[config.mk]
export PLATFORM = sky130hd
export DESIGN_NAME = module_control_operandos
export DESIGN_NICKNAME = d
export VERILOG_FILES = /design/src/rtl/module_control_operandos.sv
export SDC_FILE = /design/constraint.sdc
export NUM_CORES = 1
export LEC_CHECK = 0
export ABC_AREA = 1
export CAP_MARGIN = 20
export CORE_MARGIN = 10
export CORE_UTILIZATION = 55
export DETAILED_ROUTE_END_ITERATION = 10
export PLACE_DENSITY = 0.85
export SYNTH_ARGS = -nofsm -noshare
export SYNTH_HDL_FRONTEND = slang
export SYNTH_SLANG_ARGS = --single-unit
[constraint.sdc]
create_clock -name clk -period 4.6 [get_ports clk]
set_input_delay 0.46 -clock clk [delete_from_list [all_inputs] [get_ports clk]]
set_output_delay 0.46 -clock clk [all_outputs]
set_load 0.02 [all_outputs]
[src/rtl/module_control_operandos.sv]
// Operand entry sequencer between the keypad decoder and the multiplier.
// It builds two decimal operands from key events, starts the multiplier, and holds the result.
//
// state  | meaning
// CAP_A  | accumulating digits of operand A
// CAP_B  | accumulating digits of operand B
// MULT   | multiplier launched, waiting for its done flag
// RESULT | product available, operands held until restart
module module_control_operandos #(
  parameter int MAX_DIGITOS = 2,
  parameter int OP_W        = 7
) (
  input  logic            clk,
  input  logic            rst,
  input  logic            dato_listo_i,
  input  logic [3:0]      dato_i,
  input  logic            mult_listo_i,
  output logic            mult_start_o,
  output logic [OP_W-1:0] operando_a_o,
  output logic [OP_W-1:0] operando_b_o,
  output logic [1:0]      digitos_o,
  output logic [1:0]      estado_o
);

  typedef enum logic [1:0] {
    CAP_A  = 2'b00,
    CAP_B  = 2'b01,
    MULT   = 2'b10,
    RESULT = 2'b11
  } estado_t;

  localparam logic [3:0] TECLA_CONF = 4'd15;
  localparam logic [3:0] TECLA_MAX  = 4'd9;
  localparam logic [1:0] MAX_D      = 2'(MAX_DIGITOS);

  estado_t         estado_q, estado_d;
  logic [OP_W-1:0] op_a_q, op_a_d;
  logic [OP_W-1:0] op_b_q, op_b_d;
  logic [1:0]      dig_q, dig_d;
  logic            start_q, start_d;
  logic            listo_q;

  logic            evt;
  logic            es_digito;
  logic            es_conf;
  logic [OP_W-1:0] op_sel;
  logic [OP_W-1:0] op_x10;
  logic [OP_W-1:0] dato_ext;

  // Rising edge of the key-valid level; listo_q resets high so a held key is not taken
  assign evt       = dato_listo_i & ~listo_q;
  assign es_digito = (dato_i <= TECLA_MAX);
  assign es_conf   = (dato_i == TECLA_CONF);
  assign dato_ext  = OP_W'(dato_i);
  assign op_sel    = (estado_q == CAP_B) ? op_b_q : op_a_q;
  assign op_x10    = (op_sel << 3) + (op_sel << 1) + dato_ext;

  always_comb begin
    estado_d = estado_q;
    op_a_d   = op_a_q;
    op_b_d   = op_b_q;
    dig_d    = dig_q;
    start_d  = 1'b0;

    case (estado_q)
      CAP_A: begin
        if (evt) begin
          if (es_digito && (dig_q < MAX_D)) begin
            op_a_d = op_x10;
            dig_d  = dig_q + 2'd1;
          end else if (es_conf && (dig_q != 2'd0)) begin
            dig_d    = 2'd0;
            estado_d = CAP_B;
          end
        end
      end

      CAP_B: begin
        if (evt) begin
          if (es_digito && (dig_q < MAX_D)) begin
            op_b_d = op_x10;
            dig_d  = dig_q + 2'd1;
          end else if (es_conf && (dig_q != 2'd0)) begin
            dig_d    = 2'd0;
            estado_d = MULT;
            start_d  = 1'b1;
          end
        end
      end

      MULT: begin
        // The done flag is ignored during the start cycle itself
        if (!start_q && mult_listo_i) begin
          estado_d = RESULT;
        end
      end

      RESULT: begin
        if (evt) begin
          if (es_conf) begin
            op_a_d   = '0;
            op_b_d   = '0;
            dig_d    = 2'd0;
            estado_d = CAP_A;
          end else if (es_digito) begin
            op_a_d   = dato_ext;
            op_b_d   = '0;
            dig_d    = 2'd1;
            estado_d = CAP_A;
          end
        end
      end

      default: begin
        estado_d = CAP_A;
      end
    endcase
  end

  always_ff @(posedge clk or negedge rst) begin
    if (!rst) begin
      estado_q <= CAP_A;
      op_a_q   <= '0;
      op_b_q   <= '0;
      dig_q    <= 2'd0;
      start_q  <= 1'b0;
      listo_q  <= 1'b1;
    end else begin
      estado_q <= estado_d;
      op_a_q   <= op_a_d;
      op_b_q   <= op_b_d;
      dig_q    <= dig_d;
      start_q  <= start_d;
      listo_q  <= dato_listo_i;
    end
  end

  assign mult_start_o = start_q;
  assign operando_a_o = op_a_q;
  assign operando_b_o = op_b_q;
  assign digitos_o    = dig_q;
  assign estado_o     = estado_q;

endmodule

==> impl_metrics.yaml <==
global_routing:
  grt_util_met2: 0.253
  global_route_met1_utilization: 0.169
  grt_overflow: 0
  grt-busiest-layer: "met2"
  grt_antenna_before_repair: 0
  grt_util_all_layers: 0.145
  grt_pass1_vias: 1355
  pin_count_of_the_biggest_net_entering_global_routing: 21
  first_pass_grt_wire_length_um: 6160
  globalRouteMet3Util: 0.0297
setup_path:
  max_stage_delay_ns: 0.56
  path_max_fanout: 14
  timing.critical_path.cells: "inv_1 > ha_1 > o21ai_0 > fa_1 > fa_1 > nand2_1 > nand2_1 > a21oi_1 > nand3_1 > nand4_1 > nand2_1"
  crit_slowest_cell: "sky130_fd_sc_hd__fa_1"
  startpoint_type: "flip-flop"
  rr_worst_depth: 11
  worstPathRequired_ns: 4.81
  cp-end-kind: "flip-flop"
  timing.setup.critical_path_class: "flip-flop to flip-flop"
  critical_path_arrival_ns: 3.19
  path_common_cell: "sky130_fd_sc_hd__nand2_1"
sta:
  max_slew_margin: 0.415
  setup_repair_after_global_routing_missed_its_margin: "no"
  clock_period_minus_worst_slack_ns: 2.99
  final.setup.tns_ns: 0
  slew_violations: 0
  worst-slew-pin-transition_ns: 0.875
  clock.fmax_mhz: 335
  total_of_endpoints_with_negative_setup_slack_in_the_final_report: 0
  final_min_period_over_clock_period: 0.649
  worst_clock_skew_ns: 0.00231
  hold_viol: 0
  timing.hold.ws_ns: 0.504
run:
  cap_viol_max_count: 0
routing:
  ant_nets: 0
  route.vias.total: 1292
  finalWirelength_um: 3450
  wl_per_cell_um: 14.4
  detailedRoute.firstIterationViolations: 65
  drcViolationCount: 0
  viasPerCell: 5.38
  detail_route.first_pass.iterations: 4
power:
  leakage_uw: 0.000851
  worst_ir_drop_vdd_mv: 0.467
  net_switching_power_uw: 694
  power_switching_share: 0.509
  cellPowerDensity_mw_per_mm2: 798
  p_seq_frac: 0.223
  power_frac_comb: 0.700
  cellInternalPower_uw: 670
  share_clk_of_total_power: 0.077
clock_network:
  clock_sinks: 20
  clockRootBuffer: "sky130_fd_sc_hd__clkbuf_4"
  clock_latency_ns: 0.30
  cts_repair_resize_count: 0
  cts.path.max_buffers: 2
  tritoncts.num_buffers: 3
  cts_hold_repair.buffers: 0
  cts.clk_slew.worst_paths_ns: 0.11
  cts.htree.levels: 1
  postCtsSetupBuffers: 0
  tritoncts: "built"
synth:
  synth.distinct_cells: 26
  synthCells: 184
  ys_warn_count: 0
  synthesis.area_mm2: 0.00140
  synth_fp_nets: 207
  synth.avg_cell_area_um2: 7.62
  seq_area_frac_synth: 0.358
  register_bit_total_from_synthesis: 20
finish:
  final_area_mm2: 0.00171
  final_nets: 234
  layout_cells_sized_above_1: 0.0762
  n_fill_cell: 204
  num_antenna_cells: 0
  synthToLayoutAreaGrowth_pct: 21.8
floorplan:
  placeableCoreArea_mm2: 0.00245
  die_area_mm2: 0.00497
  ios: 27
  placementRows: 18
  chipHeight_um: 70.5
  die_span_in_x_um: 70.5
  initial_core_util: 0.571
place:
  routability_driven_placement_congestion_ratio: 0.899
  port_buffers: 26
  place_hpwl_um: 2730
  dpl_cell_area_mm2: 0.00167
min_path:
  hold_path.class: "flip-flop to flip-flop"
  hold-path-cell-count: 2
run_status:
  result_of_the_run: "completed"
[critical path: cells and delay by family, from the launching register on]
family | cells | cell delay [ns]
adders and majority gates | 3 | 1.50
and+or+nand+nor | 5 | 0.42
AOI/OAI and AO/OA | 2 | 0.45
DFF | 1 | 0.43
buffers and inverters | 1 | 0.11
[area by class of cell]
cell class | count | area (um^2) | share of cell area
multi-input cells | 132 | 767 | 0.449
flip-flops and latches | 20 | 502 | 0.294
repair buffers | 26 | 260 | 0.152
inverters | 28 | 105 | 0.0615
well taps | 30 | 37.5 | 0.0220
clock buffers | 4 | 36.3 | 0.0212
[flip-flops by register name, summed over array words and instances, names as in the netlist]
signal and flops:
digitos_o 2, operando_b_o 7, mult_start_o 1, estado_o 2
listo_q 1, operando_a_o 7
[path summary, 6_finish.rpt]
| check | startpoint | endpoint | slack, ns |
|---|---|---|---|
| max | estado_o[1] | operando_a_o[6] | 1.61 |
| max reg2reg | estado_o[1] | operando_a_o[6] | 1.61 |
| min in group asynchronous | rst | operando_a_o[4] | 0.63 |
| min | operando_b_o[6] | operando_b_o[6] | 0.50 |
| max in group asynchronous | rst | digitos_o[0] | 3.43 |
| min reg2reg | operando_b_o[6] | operando_b_o[6] | 0.50 |
[cell families after synthesis]
group / Yosys count / synth area share
AND/OR/NAND/NOR: 84 / 0.272
AO/OA/AOI/OAI: 33 / 0.130
buffers and inverters: 32 / 0.0955
flip-flops: 20 / 0.358
adder cells (fa/ha/maj): 15 / 0.145
[layout by cell type, fill, tap and decap left out, drive strengths merged]
cell            n
o21a            1
nand3          13
clkdlybuf4s50  26
inv            28
dfstp           1
fa              2
nor3            1
a21oi           6
dfrtp          19
o21ai          26
nand4           4
nand2b          1
nand2          55
nor2           10
ha             13
clkbuf          4
[power groups by stage]
| stage | Clock (uW) | Combinational, uW | Sequential (uW) |
|---|---|---|---|
| 2_1_floorplan | 0 | 578 | 384 |
| 3_3_place_gp | 0 | 907 | 305 |
| 3_5_place_dp | 0 | 948 | 309 |
| 4_1_cts | 107 | 956 | 306 |
| 5_1_grt | 113 | 1090 | 316 |
| 6_report | 104 | 954 | 305 |
[synth_stat cells]
| cell | number | share of area |
|---|---|---|
| sky130_fd_sc_hd__dfrtp_1 | 19 | 0.34 |
| sky130_fd_sc_hd__nor2_4 | 2 | 0.016 |
| sky130_fd_sc_hd__a21oi_4 | 1 | 0.012 |
| sky130_fd_sc_hd__nand2_2 | 1 | 0.0045 |
| sky130_fd_sc_hd__nand4_2 | 1 | 0.0089 |
| sky130_fd_sc_hd__a21oi_2 | 1 | 0.0062 |
| sky130_fd_sc_hd__nand3_2 | 2 | 0.014 |
| sky130_fd_sc_hd__dfstp_2 | 1 | 0.019 |
| sky130_fd_sc_hd__nand4_1 | 3 | 0.013 |
| sky130_fd_sc_hd__nand2_1 | 54 | 0.14 |
| sky130_fd_sc_hd__buf_2 | 2 | 0.0071 |
| sky130_fd_sc_hd__o21ai_0 | 21 | 0.075 |
| sky130_fd_sc_hd__o21a_1 | 1 | 0.0054 |
| sky130_fd_sc_hd__nor2_2 | 1 | 0.0045 |
| sky130_fd_sc_hd__buf_4 | 1 | 0.0054 |
| sky130_fd_sc_hd__inv_2 | 2 | 0.0054 |
| sky130_fd_sc_hd__a21oi_1 | 4 | 0.014 |
| sky130_fd_sc_hd__o21ai_1 | 5 | 0.018 |
| sky130_fd_sc_hd__nor2_1 | 7 | 0.019 |
| sky130_fd_sc_hd__fa_1 | 2 | 0.029 |
| sky130_fd_sc_hd__ha_1 | 13 | 0.12 |
| sky130_fd_sc_hd__nand2b_1 | 1 | 0.0045 |
| sky130_fd_sc_hd__inv_1 | 26 | 0.070 |
| sky130_fd_sc_hd__buf_6 | 1 | 0.0080 |
| sky130_fd_sc_hd__nor3_1 | 1 | 0.0036 |
| sky130_fd_sc_hd__nand3_1 | 11 | 0.039 |
[stage by stage]
step | total power [uW] | std cells | utilization | setup slack (ns)
global placement | 1210 | 236 | 0.681 | 1.82
floorplan | 962 | 184 | - | 1.76
global route | 1520 | 240 | 0.696 | 1.40
detailed placement | 1260 | 236 | 0.681 | 1.65
finish | 1360 | 240 | 0.696 | 1.61
CTS | 1370 | 240 | 0.696 | 1.63
[metal layers]
metal,wire [um],up-vias,part of all wire
li1,-,643,-
met1,1410,601,0.41
met2,1800,41,0.52
met3,172,7,0.050
met4,58,0,0.017
met5,0,-,0
(Power assumes the default switching activity.)
